[src/rtl/prefetch_fetch_if.sv]
// Instruction-memory request bus between the prefetch unit (master) and memory (slave).
// Read data is valid in the same cycle as valid & ready.
interface prefetch_fetch_if;
    logic        imem_valid;
    logic        imem_ready;
    logic [31:0] imem_addr;
    logic [31:0] imem_wdata;
    logic [3:0]  imem_we;
    logic [31:0] imem_rdata;

    modport master (
        output imem_valid, imem_addr, imem_wdata, imem_we,
        input  imem_ready, imem_rdata
    );

    modport slave (
        input  imem_valid, imem_addr, imem_wdata, imem_we,
        output imem_ready, imem_rdata
    );
endinterface

[src/rtl/prefetch_fetch.sv]
// Instruction prefetch unit: a two-state request FSM fills a DEPTH-entry FIFO of
// {address, word} pairs; a redirect flushes the FIFO and restarts fetching.
module prefetch_fetch #(
    parameter logic [31:0] BOOT_ADDRESS = 32'h0,
    parameter int          DEPTH        = 4
) (
    input  logic                     clk,
    input  logic                     rst_n,
    input  logic                     req_i,
    input  logic                     retire_inst_i,
    input  logic [31:0]              target_addr_i,
    input  logic                     target_valid_i,
    output logic [31:0]              instr_o,
    output logic [31:0]              instr_addr_o,
    output logic                     instr_valid_o,
    output logic [$clog2(DEPTH):0]   count_o,
    prefetch_fetch_if.master         imem
);

    localparam int PW = $clog2(DEPTH);
    localparam int CW = PW + 1;

    typedef enum logic {IDLE, REQ} state_e;

    state_e          state_q, state_d;
    logic [31:0]     fetch_pc_q, fetch_pc_d;
    logic [PW-1:0]   wr_ptr_q, wr_ptr_d;
    logic [PW-1:0]   rd_ptr_q, rd_ptr_d;
    logic [CW-1:0]   count_q, count_d;
    logic [31:0]     data_q [DEPTH];
    logic [31:0]     data_d [DEPTH];
    logic [31:0]     addr_q [DEPTH];
    logic [31:0]     addr_d [DEPTH];

    logic            handshake;
    logic            push;
    logic            pop;

    // A redirect wins over everything: a same-cycle handshake and retire are dropped.
    always_comb begin
        handshake  = (state_q == REQ) && imem.imem_ready;
        push       = handshake && !target_valid_i;
        pop        = retire_inst_i && (count_q != '0) && !target_valid_i;

        state_d    = state_q;
        fetch_pc_d = fetch_pc_q;
        wr_ptr_d   = wr_ptr_q;
        rd_ptr_d   = rd_ptr_q;
        count_d    = count_q;
        data_d     = data_q;
        addr_d     = addr_q;

        if (target_valid_i) begin
            fetch_pc_d = target_addr_i & ~32'h3;
            wr_ptr_d   = '0;
            rd_ptr_d   = '0;
            count_d    = '0;
            state_d    = req_i ? REQ : IDLE;
        end else begin
            if (push) begin
                data_d[wr_ptr_q] = imem.imem_rdata;
                addr_d[wr_ptr_q] = fetch_pc_q;
                wr_ptr_d         = wr_ptr_q + PW'(1);
                fetch_pc_d       = fetch_pc_q + 32'd4;
            end
            if (pop) begin
                rd_ptr_d = rd_ptr_q + PW'(1);
            end
            count_d = count_q + CW'(push) - CW'(pop);

            // Leaving IDLE looks at pre-edge occupancy; staying in REQ looks at post-edge occupancy.
            case (state_q)
                IDLE: state_d = (req_i && (count_q < CW'(DEPTH))) ? REQ : IDLE;
                REQ: begin
                    if (handshake) begin
                        state_d = (req_i && (count_d < CW'(DEPTH))) ? REQ : IDLE;
                    end
                end
                default: state_d = IDLE;
            endcase
        end
    end

    always_ff @(posedge clk or negedge rst_n) begin
        if (!rst_n) begin
            state_q    <= IDLE;
            fetch_pc_q <= BOOT_ADDRESS;
            wr_ptr_q   <= '0;
            rd_ptr_q   <= '0;
            count_q    <= '0;
            for (int i = 0; i < DEPTH; i++) begin
                data_q[i] <= BOOT_ADDRESS;
                addr_q[i] <= BOOT_ADDRESS;
            end
        end else begin
            state_q    <= state_d;
            fetch_pc_q <= fetch_pc_d;
            wr_ptr_q   <= wr_ptr_d;
            rd_ptr_q   <= rd_ptr_d;
            count_q    <= count_d;
            data_q     <= data_d;
            addr_q     <= addr_d;
        end
    end

    assign imem.imem_valid = (state_q == REQ);
    assign imem.imem_addr  = fetch_pc_q;
    assign imem.imem_wdata = '0;
    assign imem.imem_we    = '0;

    assign instr_o       = data_q[rd_ptr_q];
    assign instr_addr_o  = addr_q[rd_ptr_q];
    assign instr_valid_o = (count_q != '0);
    assign count_o       = count_q;

endmodule

[src/flat_wrapper.sv]
// flat-port wrapper written by rule: the top's interface ports become plain ports
module prefetch_fetch_flat 
#(
    parameter logic [31:0] BOOT_ADDRESS = 32'h0,
    parameter int          DEPTH        = 4
)
  (clk, rst_n, req_i, retire_inst_i, target_addr_i, target_valid_i, instr_o, instr_addr_o, instr_valid_o, count_o, imem_imem_valid, imem_imem_addr, imem_imem_wdata, imem_imem_we, imem_imem_ready, imem_imem_rdata);
  prefetch_fetch_if imem_i ();
  input  logic clk;
  input  logic rst_n;
  input  logic req_i;
  input  logic retire_inst_i;
  input  logic [31:0] target_addr_i;
  input  logic target_valid_i;
  output logic [31:0] instr_o;
  output logic [31:0] instr_addr_o;
  output logic instr_valid_o;
  output logic [$clog2(DEPTH):0] count_o;
  output wire logic [$bits(imem_i.imem_valid)-1:0] imem_imem_valid;
  output wire logic [$bits(imem_i.imem_addr)-1:0] imem_imem_addr;
  output wire logic [$bits(imem_i.imem_wdata)-1:0] imem_imem_wdata;
  output wire logic [$bits(imem_i.imem_we)-1:0] imem_imem_we;
  input wire logic [$bits(imem_i.imem_ready)-1:0] imem_imem_ready;
  input wire logic [$bits(imem_i.imem_rdata)-1:0] imem_imem_rdata;
  assign imem_imem_valid = imem_i.imem_valid;
  assign imem_imem_addr = imem_i.imem_addr;
  assign imem_imem_wdata = imem_i.imem_wdata;
  assign imem_imem_we = imem_i.imem_we;
  assign imem_i.imem_ready = imem_imem_ready;
  assign imem_i.imem_rdata = imem_imem_rdata;
  prefetch_fetch #(.BOOT_ADDRESS(BOOT_ADDRESS), .DEPTH(DEPTH)) u_core (.clk(clk), .rst_n(rst_n), .req_i(req_i), .retire_inst_i(retire_inst_i), .target_addr_i(target_addr_i), .target_valid_i(target_valid_i), .instr_o(instr_o), .instr_addr_o(instr_addr_o), .instr_valid_o(instr_valid_o), .count_o(count_o), .imem(imem_i));
endmodule
[config.mk]
export PLATFORM = sky130hd
export DESIGN_NAME = prefetch_fetch_flat
export DESIGN_NICKNAME = d
export VERILOG_FILES = /design/src/rtl/prefetch_fetch_if.sv /design/src/rtl/prefetch_fetch.sv /design/src/flat_wrapper.sv
export SDC_FILE = /design/constraint.sdc
export NUM_CORES = 1
export LEC_CHECK = 0
export CORE_UTILIZATION = 58
export DETAILED_ROUTE_END_ITERATION = 10
export GPL_TIMING_DRIVEN = 1
export PLACE_DENSITY = 0.88
export SLEW_MARGIN = 0
export SYNTH_ARGS = -nofsm -noshare
export SYNTH_HDL_FRONTEND = slang
export SYNTH_SLANG_ARGS = --single-unit
export TNS_END_PERCENT = 5
[constraint.sdc]
create_clock -name clk -period 6.76 [get_ports clk]
set_input_delay 1.014 -clock clk [delete_from_list [all_inputs] [get_ports clk]]
set_output_delay 1.014 -clock clk [all_outputs]
set_load 0.01 [all_outputs]
Word-level counts from Yosys, hierarchy flattened
Index checks and enable logic that the tools add are counted.
{ "totals": {"output_inout_bits": 137, "in_bits": 70, "wordCells": 62, "regBits": 296} }
{ "op_classes": {"n_mux": 23, "n_reduce_logical": 12, "n_bitwise": 4, "order_cmp": 5, "add_sub_neg": 5} }
{ "op_table": {"columns": ["operator", "count"], "rows": [
  ["$bwmux 128", 2],
  ["$mux 32", 7],
  ["$bmux 32 s2", 2],
  ["$demux 32 s2", 1],
  ["$add 32x3->32 const B", 1],
  ["$mux 2", 4],
  ["$logic_and 1x1->1", 7],
  ["$ge 3x3->1 const B", 2],
  ["$lt 3x3->1 const B", 2],
  ["$not 2->3", 2],
  ["$mux 1", 5],
  ["$add 2x1->2 const B", 2],
  ["$reduce_bool 2->1", 2],
  ["$add 3x1->3", 1],
  ["$lt 3x1->1 const B", 1],
  ["$mux 3", 1],
  ["$reduce_bool 3->1", 1],
  ["$sub 3x1->3", 1],
  ["$not 1->1", 2],
  ["$pmux 1 s2", 1],
  ["$reduce_and 2->1", 1],
  ["$logic_not 1->1", 1]
]} }

Longest topological paths before layout
Gate-level depths: netlist of run 1.
{ "depth": {"depth_word": 10, "ltp_mapped": 12, "ltp_nobuf": 12} }

Least setup slack after synthesis of run 1
No wires, ideal clock.
{ "synth_timing": {"path_type": "input -> register", "start": "input port target_valid_i", "end": "register u_core.state_q (netlist: u_core.imem.imem_valid)", "setup_slack_ps": 3576, "setup_time_ps": 121, "arrival_time_ps": 3063, "path_buffers": 2, "required_time_ps": 6639, "cell_stages": 12, "path_cell_list": "clkbuf_1 -> clkbuf_1 -> nor2_1 -> ha_1 -> inv_1 -> ha_1 -> inv_1 -> fa_1 -> xor2_1 -> xnor2_1 -> o2bb2ai_1 -> a22o_1"} }
{ "synth_via": {"elab_chain_cells": 10, "elab_cells_between_ends": 11, "classes_between": "add/sub (2); order compare (1); mux (4); reduce/logical (4)"} }
{ "synth_lines": {"columns": ["item", "line", "source"], "rows": [
  ["from (decl)", "flat_wrapper.sv:14", "input logic target_valid_i;"],
  ["$logic_not 1->1", "prefetch_fetch.sv:42, prefetch_fetch.sv:43", null],
  ["$logic_and 1x1->1", "prefetch_fetch.sv:42", "push = handshake && !target_valid_i;"],
  ["$add 3x1->3", "prefetch_fetch.sv:69", "count_d = count_q + CW'(push) - CW'(pop);"],
  ["$sub 3x1->3", "prefetch_fetch.sv:69", null],
  ["$lt 3x3->1", "prefetch_fetch.sv:76", "state_d = (req_i && (count_d < CW'(DEPTH))) ? REQ : IDLE;"],
  ["$logic_and 1x1->1", "prefetch_fetch.sv:76", null],
  ["$mux 1", "prefetch_fetch.sv:76", null],
  ["$mux 1", "prefetch_fetch.sv:75", "if (handshake) begin"],
  ["$pmux 1 s2", "prefetch_fetch.sv:72", "case (state_q)"],
  ["$mux 1 *", "prefetch_fetch.sv:53", "if (target_valid_i) begin"],
  ["net u_core.state_d", "prefetch_fetch.sv:25", "state_e state_q, state_d;"],
  ["to (signal assigned)", "prefetch_fetch.sv:96", "state_q <= state_d;"],
  ["to (decl)", "prefetch_fetch.sv:25", null]
]} }
Mark *: on every way through the listed nets, which the timed path passes. The rest lies on a longest branch.
A chain may end at the register's enable or synchronous reset.

Final worst setup path of run 1
{ "layout_timing": {"start": "register u_core.rd_ptr_q[0]", "end": "output port instr_addr_o[12]"} }
{ "layout_via": {"elab_chain_cells": 4} }
{ "layout_lines": {"columns": ["item", "line", "source"], "rows": [
  ["from (decl)", "prefetch_fetch.sv:28", "logic [PW-1:0] rd_ptr_q, rd_ptr_d;"],
  ["from (signal assigned)", "prefetch_fetch.sv:99", "rd_ptr_q <= rd_ptr_d;"],
  ["$not 2->3 (implied by the code)", "prefetch_fetch.sv:112", "assign instr_addr_o = addr_q[rd_ptr_q];"],
  ["$bmux 32 s2", "prefetch_fetch.sv:112", null],
  ["$mux 32 (implied by the code) (2 in a row)", "prefetch_fetch.sv:112", null],
  ["to (decl)", "flat_wrapper.sv:16", "output logic [31:0] instr_addr_o;"]
]} }
No other way between the ends. The select of a mux whose other input is x is not followed.

==> reports/results.ini, run 1 <==
[run_status]
status=finished with violations
violations=design-rule violations

[routing]
maxUsedRoutingLayer=met4
avgRoutedWirePerCell_um=20.52
via_per_inst=5.966
dr_wl_met2_um=13480
routed_wl_um=27390
drc=32
drt_iter0_drc=407
firstDrtPassIters=8
dr_wl_met3_um=2127
drt-met1-wl_um=11200
ant_nets=0
vias=7965

[critical_path]
start_kind=flop
critPathKind=reg2out
r2r_cells=9
r2r-end=u_core.imem.imem_valid$_DFF_PN0_
cp-end-kind=output pin
reg2reg_slack_ns=3.87
worstPathMaxFanout=41
timing.rr.start=u_core.imem.imem_valid$_DFF_PN0_
critPathRequiredTime_ns=5.75
cp.arrival_ns=3.27

[timing]
slew_headroom_pct=30.02
worstMarginPinSlew_ns=1.043
layout_min_cycle_time_ns=4.282
maxSlewViolCount=0
setup-tns-final_ns=0
setup_viol=0
fin_crit_sh_pct=63.35
rsz0062_at_grt=no
hold_viol=0
clock.fmax_ghz=0.2335
skew_ns=0.01383

[synth]
yosysSeqAreaShare_pct=54.68
ys_ff_latch=286
netlist_instances=893
synth_edf_count=0
synthFlopType=dfrtp_1
yosysUniqueCellTypes=37
async_flop_share_pct=100.0
ys_warn_count=0
synth_area_um2=13090
syn_avg_cell_area_um2=14.66

[clock_tree]
clock-root-buffer=clkbuf_16
htreeDepth=1
clockBufferDepth=3
post-cts-setup-buffers=0
clk_pin_slew_worst_paths_ns=0.06
cts_sinks=286
clk_latency_ns=0.55
ctsHoldBuffers=0
numCtsBuffers=30
cts_resized=0
cts_tree=yes

[placed_design]
gp_congestion=0.8145
io_buffers=164
placed_area_um2=14760
hpwl_um=16200

[finish]
syn_to_final_growth_pct=21.42
nets=1108
design_area_um2=15890
final_common_cell=dfrtp_1
drive_above_1_share_pct=35.86
layout_common_cells=dfrtp_1, mux2_2, clkdlybuf4s50_1

[pwr]
p_leak_nw=7.055
power_density_nw_per_um2=426.4
irDropWorstVdd_v=0.0002705

[floorplanning]
fp.dieW_um=152.2
die_y_um=152.2
core_um2=21960
io_pins=207
initial_core_util_pct=59.60
dieArea_um2=23170
fp-row-count=54

[grt]
grt_pass1_wl_um=45200
grt-ovfl-total=0
grt_max_degree=146
grt_pass1_vias=8372
track_usage_pct=24.41
antenna_found_initial=1

[flow_run]
cap_violations=0

[min_path]
hold_path.class=in2async

stage by stage:
step / instances / hold slack (ns) / utilization [%] / power (mW) / setup WS, ns
floorplan: 932 / 0.4739 / - / 3.974 / 3.576
global placement: 1278 / 0.4815 / 67.23 / 4.860 / 2.876
detailed placement: 1278 / 0.4868 / 67.23 / 4.963 / 2.771
CTS: 1334 / 0.4366 / 72.36 / 6.835 / 2.386
global route: 1334 / 0.4561 / 72.36 / 7.108 / 2.233
finish: 1335 / 0.4346 / 72.37 / 6.776 / 2.478
layer usage:
layer,up-vias,GRT usage [%]
met1,4157,32.81
met4,0,6.074
li1,3490,-
met2,267,40.38
met3,51,5.802
met5,-,0
worst max path at each step:
stage,startpoint,endpoint,slack [ns]
2_1_floorplan,target_valid_i,u_core.imem.imem_valid$_DFF_PN0_,3.58
3_3_place_gp,imem_imem_ready,u_core.imem.imem_valid$_DFF_PN0_,2.88
3_5_place_dp,imem_imem_ready,u_core.imem.imem_valid$_DFF_PN0_,2.77
4_1_cts,u_core.rd_ptr_q[0]$_DFFE_PN0P_,instr_addr_o[12],2.39
5_1_grt,u_core.rd_ptr_q[0]$_DFFE_PN0P_,instr_addr_o[12],2.23
6_report,u_core.rd_ptr_q[0]$_DFFE_PN0P_,instr_addr_o[12],2.48
cell usage after synthesis (all sizes together) (7+ instances only):
| cell type | instances | share of area, % |
|---|---|---|
| ha | 7 | 0.67 |
| dfrtp | 286 | 55 |
| buf | 53 | 2.8 |
| mux4 | 62 | 11 |
| o31ai | 14 | 0.80 |
| inv | 12 | 0.34 |
| nand2 | 28 | 0.80 |
| clkbuf | 50 | 1.4 |
| or4 | 15 | 0.89 |
| o21ai | 15 | 0.57 |
| mux2 | 249 | 21 |
| a31oi | 17 | 0.81 |
| nand3 | 9 | 0.34 |
| or3 | 7 | 0.33 |
| nor2 | 26 | 0.75 |
| xnor2 | 11 | 0.74 |
cell type report:
class,instances,area [um^2]
Clock inverter,19,299.0
Inverter,13,48.80
Timing Repair Buffer,169,1697
Fill cell,1405,6067
Sequential cell,286,7164
Multi-Input combinational cell,530,5502
Clock buffer,37,828.3
Tap cell,280,350.3
Antenna cell,1,2.502
cell families (layout without fill, tap and decap cells):
family	after synthesis	in the layout	share of synthesized area [%]
fa+ha+maj	8	8	0.8222
buf+inv	116	238	4.627
mux	312	312	32.17
flops	286	286	54.68
other cells	1	41	0.02865
compound gates	50	50	2.428
xor+xnor	17	17	1.138
simple gates	103	103	4.101
registers in the layout, summed over array words and instances, names as in the netlist:
signal,flops
u_core.imem.imem_valid,1
u_core.count_o,3
u_core.addr_q,120
u_core.data_q,128
u_core.wr_ptr_q,2
u_core.imem.imem_addr,30
u_core.rd_ptr_q,2
report_power, final:
group	total, mW	switching [mW]	internal (mW)
Sequential	2.73	0.418	2.31
Clock	1.84	0.672	1.17
Combinational	2.20	0.759	1.44
Total	6.78	1.85	4.93
worst max-delay path, stage by stage, from the launching register on:
cell and delay (ns):
dfrtp_4 1.00, buf_4 0.58, mux4_2 0.56, clkdlybuf4s50_1 0.56
Power figures use the tool's default switching activity.
==> inputs of run 2 (changes only) <==
--- a/config.mk
+++ b/config.mk
@@ -5,10 +5,10 @@
 export SDC_FILE = /design/constraint.sdc
 export NUM_CORES = 1
 export LEC_CHECK = 0
-export CORE_UTILIZATION = 58
+export CORE_UTILIZATION = 49
 export DETAILED_ROUTE_END_ITERATION = 10
 export GPL_TIMING_DRIVEN = 1
-export PLACE_DENSITY = 0.88
+export PLACE_DENSITY = 0.8
 export SLEW_MARGIN = 0
 export SYNTH_ARGS = -nofsm -noshare
 export SYNTH_HDL_FRONTEND = slang
==> constraint.sdc (replaced) <==
create_clock -name clk -period 3.65 [get_ports clk]
set_input_delay 0.5475 -clock clk [delete_from_list [all_inputs] [get_ports clk]]
set_output_delay 0.5475 -clock clk [all_outputs]
set_load 0.01 [all_outputs]
==> reports/results.ini, run 2 (same netlist as run 1, synthesis figures left out) <==
[run_status]
status=finished with violations  ; unchanged
violations=design-rule violations  ; unchanged

[clock_tree]
numCtsBuffers=31  ; was 30
cts_tree=yes  ; unchanged
clock-root-buffer=clkbuf_16  ; unchanged
htreeDepth=1  ; unchanged
post-cts-setup-buffers=0  ; unchanged
cts_resized=0  ; unchanged
clk_latency_ns=0.54  ; was 0.55 ns
ctsHoldBuffers=0  ; unchanged
clockBufferDepth=3  ; unchanged
clk_pin_slew_worst_paths_ns=0.06  ; about the same
cts_sinks=286  ; unchanged

[critical_path]
endpoint=instr_addr_o[11]  ; was instr_addr_o[12]
r2r-end=u_core.imem.imem_valid$_DFF_PN0_  ; unchanged
cp.buffers_inverters=2  ; unchanged
startpoint=u_core.rd_ptr_q[0]$_DFFE_PN0P_  ; unchanged
start_kind=flop  ; unchanged
crit_chain=buf_4, mux4_2, clkdlybuf4s50_1  ; unchanged
critPathRequiredTime_ns=3.10  ; was 5.75 ns
critPathKind=reg2out  ; unchanged
cp_slowest_stage_delay_ns=0.75  ; was 1.00 ns
crit_cells=3  ; unchanged
slowest_stage=dfrtp_4  ; unchanged
timing.rr.start=u_core.count_o[1]$_DFF_PN0_  ; was u_core.imem.imem_valid$_DFF_PN0_
cp.arrival_ns=2.66  ; was 3.27 ns
cpLargestDelayFamily=buffers and inverters  ; unchanged
cp-end-kind=output pin  ; unchanged
r2r_cells=12  ; was 9
reg2reg_slack_ns=0.91  ; was 3.87 ns
worstPathMaxFanout=22  ; was 41

[placed_design]
io_buffers=164  ; unchanged
hpwl_um=17880  ; was 16200 um
placed_area_um2=15050  ; was 14760 um^2
placed_cells=1352  ; was 1278
gp_congestion=0.8089  ; was 0.8145

[floorplanning]
fp.dieW_um=165.4  ; was 152.2 um
dieArea_um2=27370  ; was 23170 um^2
initial_core_util_pct=50.08  ; was 59.60%
io_pins=207  ; unchanged
die_y_um=165.4  ; was 152.2 um
core_um2=26130  ; was 21960 um^2
fp-row-count=59  ; was 54

[flow_run]
cap_violations=0  ; unchanged

[routing]
firstDrtPassIters=8  ; unchanged
avgRoutedWirePerCell_um=20.19  ; was 20.52 um
drc=31  ; was 32
routed_wl_um=28410  ; was 27390 um
drt_iter0_drc=423  ; was 407
via_per_inst=5.688  ; was 5.966
vias=8003  ; was 7965
ant_nets=0  ; unchanged

[pwr]
power_density_nw_per_um2=760.6  ; was 426.4 nW/um^2
irDropWorstVdd_v=0.0005034  ; was 0.0002705 V
p_leak_nw=7.099  ; was 7.055 nW

[timing]
worstMarginPinSlew_ns=0.7574  ; was 1.043 ns
layout_min_cycle_time_ns=3.204
setup_viol=0  ; unchanged
hold_viol=0  ; unchanged
rsz0062_at_grt=no  ; unchanged
maxSlewViolCount=0  ; unchanged
skew_ns=0.007204  ; was 0.01383 ns
clock.fmax_ghz=0.3121
fin_crit_sh_pct=87.77
slew_headroom_pct=49.50  ; was 30.02%
setup-tns-final_ns=0  ; unchanged

[grt]
grt_pass1_wl_um=45750  ; was 45200 um
grt_max_degree=98  ; was 146
track_usage_pct=21.59  ; was 24.41%
antenna_found_initial=1  ; unchanged
grt-ovfl-total=0  ; unchanged
grt_pass1_vias=8486  ; was 8372

[finish]
final_common_cell=dfrtp_1  ; unchanged
nFillCells=1991  ; was 1405
fin_cells=1407  ; was 1335
largest_reg_flops=128  ; unchanged
design_area_um2=16030  ; was 15890 um^2
syn_to_final_growth_pct=22.48  ; was 21.42%
largest-register=u_core.data_q  ; unchanged
layout_common_cells=dfrtp_1, mux2_2, clkdlybuf4s50_1  ; unchanged
drive_above_1_share_pct=36.38  ; was 35.86%
nets=1128  ; was 1108
diodes=0  ; was 1

[min_path]
hold_path.class=in2async  ; unchanged

[run 2: worst min path at each step]
stage	from	endpoint	slack (ns)	cells after the start
2_1_floorplan	rst_n	u_core.addr_q[100]$_DFFE_PN0P_	0.25	0
3_3_place_gp	u_core.addr_q[27]$_DFFE_PN0P_	u_core.addr_q[27]$_DFFE_PN0P_	0.48	1
3_5_place_dp	u_core.data_q[35]$_DFFE_PN0P_	u_core.data_q[35]$_DFFE_PN0P_	0.49	1
4_1_cts	rst_n	u_core.addr_q[19]$_DFFE_PN0P_	0.05	1
5_1_grt	rst_n	u_core.addr_q[82]$_DFFE_PN0P_	0.08	1
6_report	rst_n	u_core.addr_q[50]$_DFFE_PN0P_	0.04	1
[run 2: cell type report]
cell class / instances / area, um^2 / share of cell area (%)
Sequential cell: 286 / 7162 / 44.68
Multi-Input combinational cell: 530 / 5502 / 34.32
Timing Repair Buffer: 188 / 1914 / 11.94
Clock buffer: 48 / 919.6 / 5.737
Tap cell: 335 / 419.2 / 2.615
Clock inverter: 7 / 63.81 / 0.3981
Inverter: 13 / 48.80 / 0.3044
[run 2: per-layer routing]
layer	GRT usage, %	vias to the layer above	routed length, um
met2	36.50	245	13860
met5	0	-	13
met4	4.339	2	488
met3	5.070	39	1971
met1	28.51	4193	12080
li1	-	3524	-
[run 2: stage by stage]
stage / utilization (%) / hold WS (ns) / power (mW) / worst slack (ns)
2_1_floorplan: - / 0.2519 / 7.359 / 0.9324
3_3_place_gp: 57.57 / 0.4812 / 9.111 / 0.6791
3_5_place_dp: 57.57 / 0.4874 / 9.276 / 0.6345
4_1_cts: 61.34 / 0.05162 / 12.32 / 0.3635
5_1_grt: 61.34 / 0.08122 / 12.88 / 0.2838
6_report: 61.34 / 0.03616 / 12.19 / 0.4463
[run 2: power by group]
part | switching, mW | internal [mW]
Clock | 1.22 | 1.78
Combinational | 1.50 | 2.73
Sequential | 0.676 | 4.29
[run 2: worst reg2reg max path, stage by stage (launching register included)]
cell	delay (ns)
dfrtp_1	0.45
or3_1	0.42
nand2_1	0.13
nor2_1	0.05
ha_1	0.27
inv_1	0.06
ha_1	0.13
inv_1	0.05
fa_1	0.37
xor2_1	0.17
xnor2_1	0.16
o2bb2ai_1	0.14
a22o_1	0.23
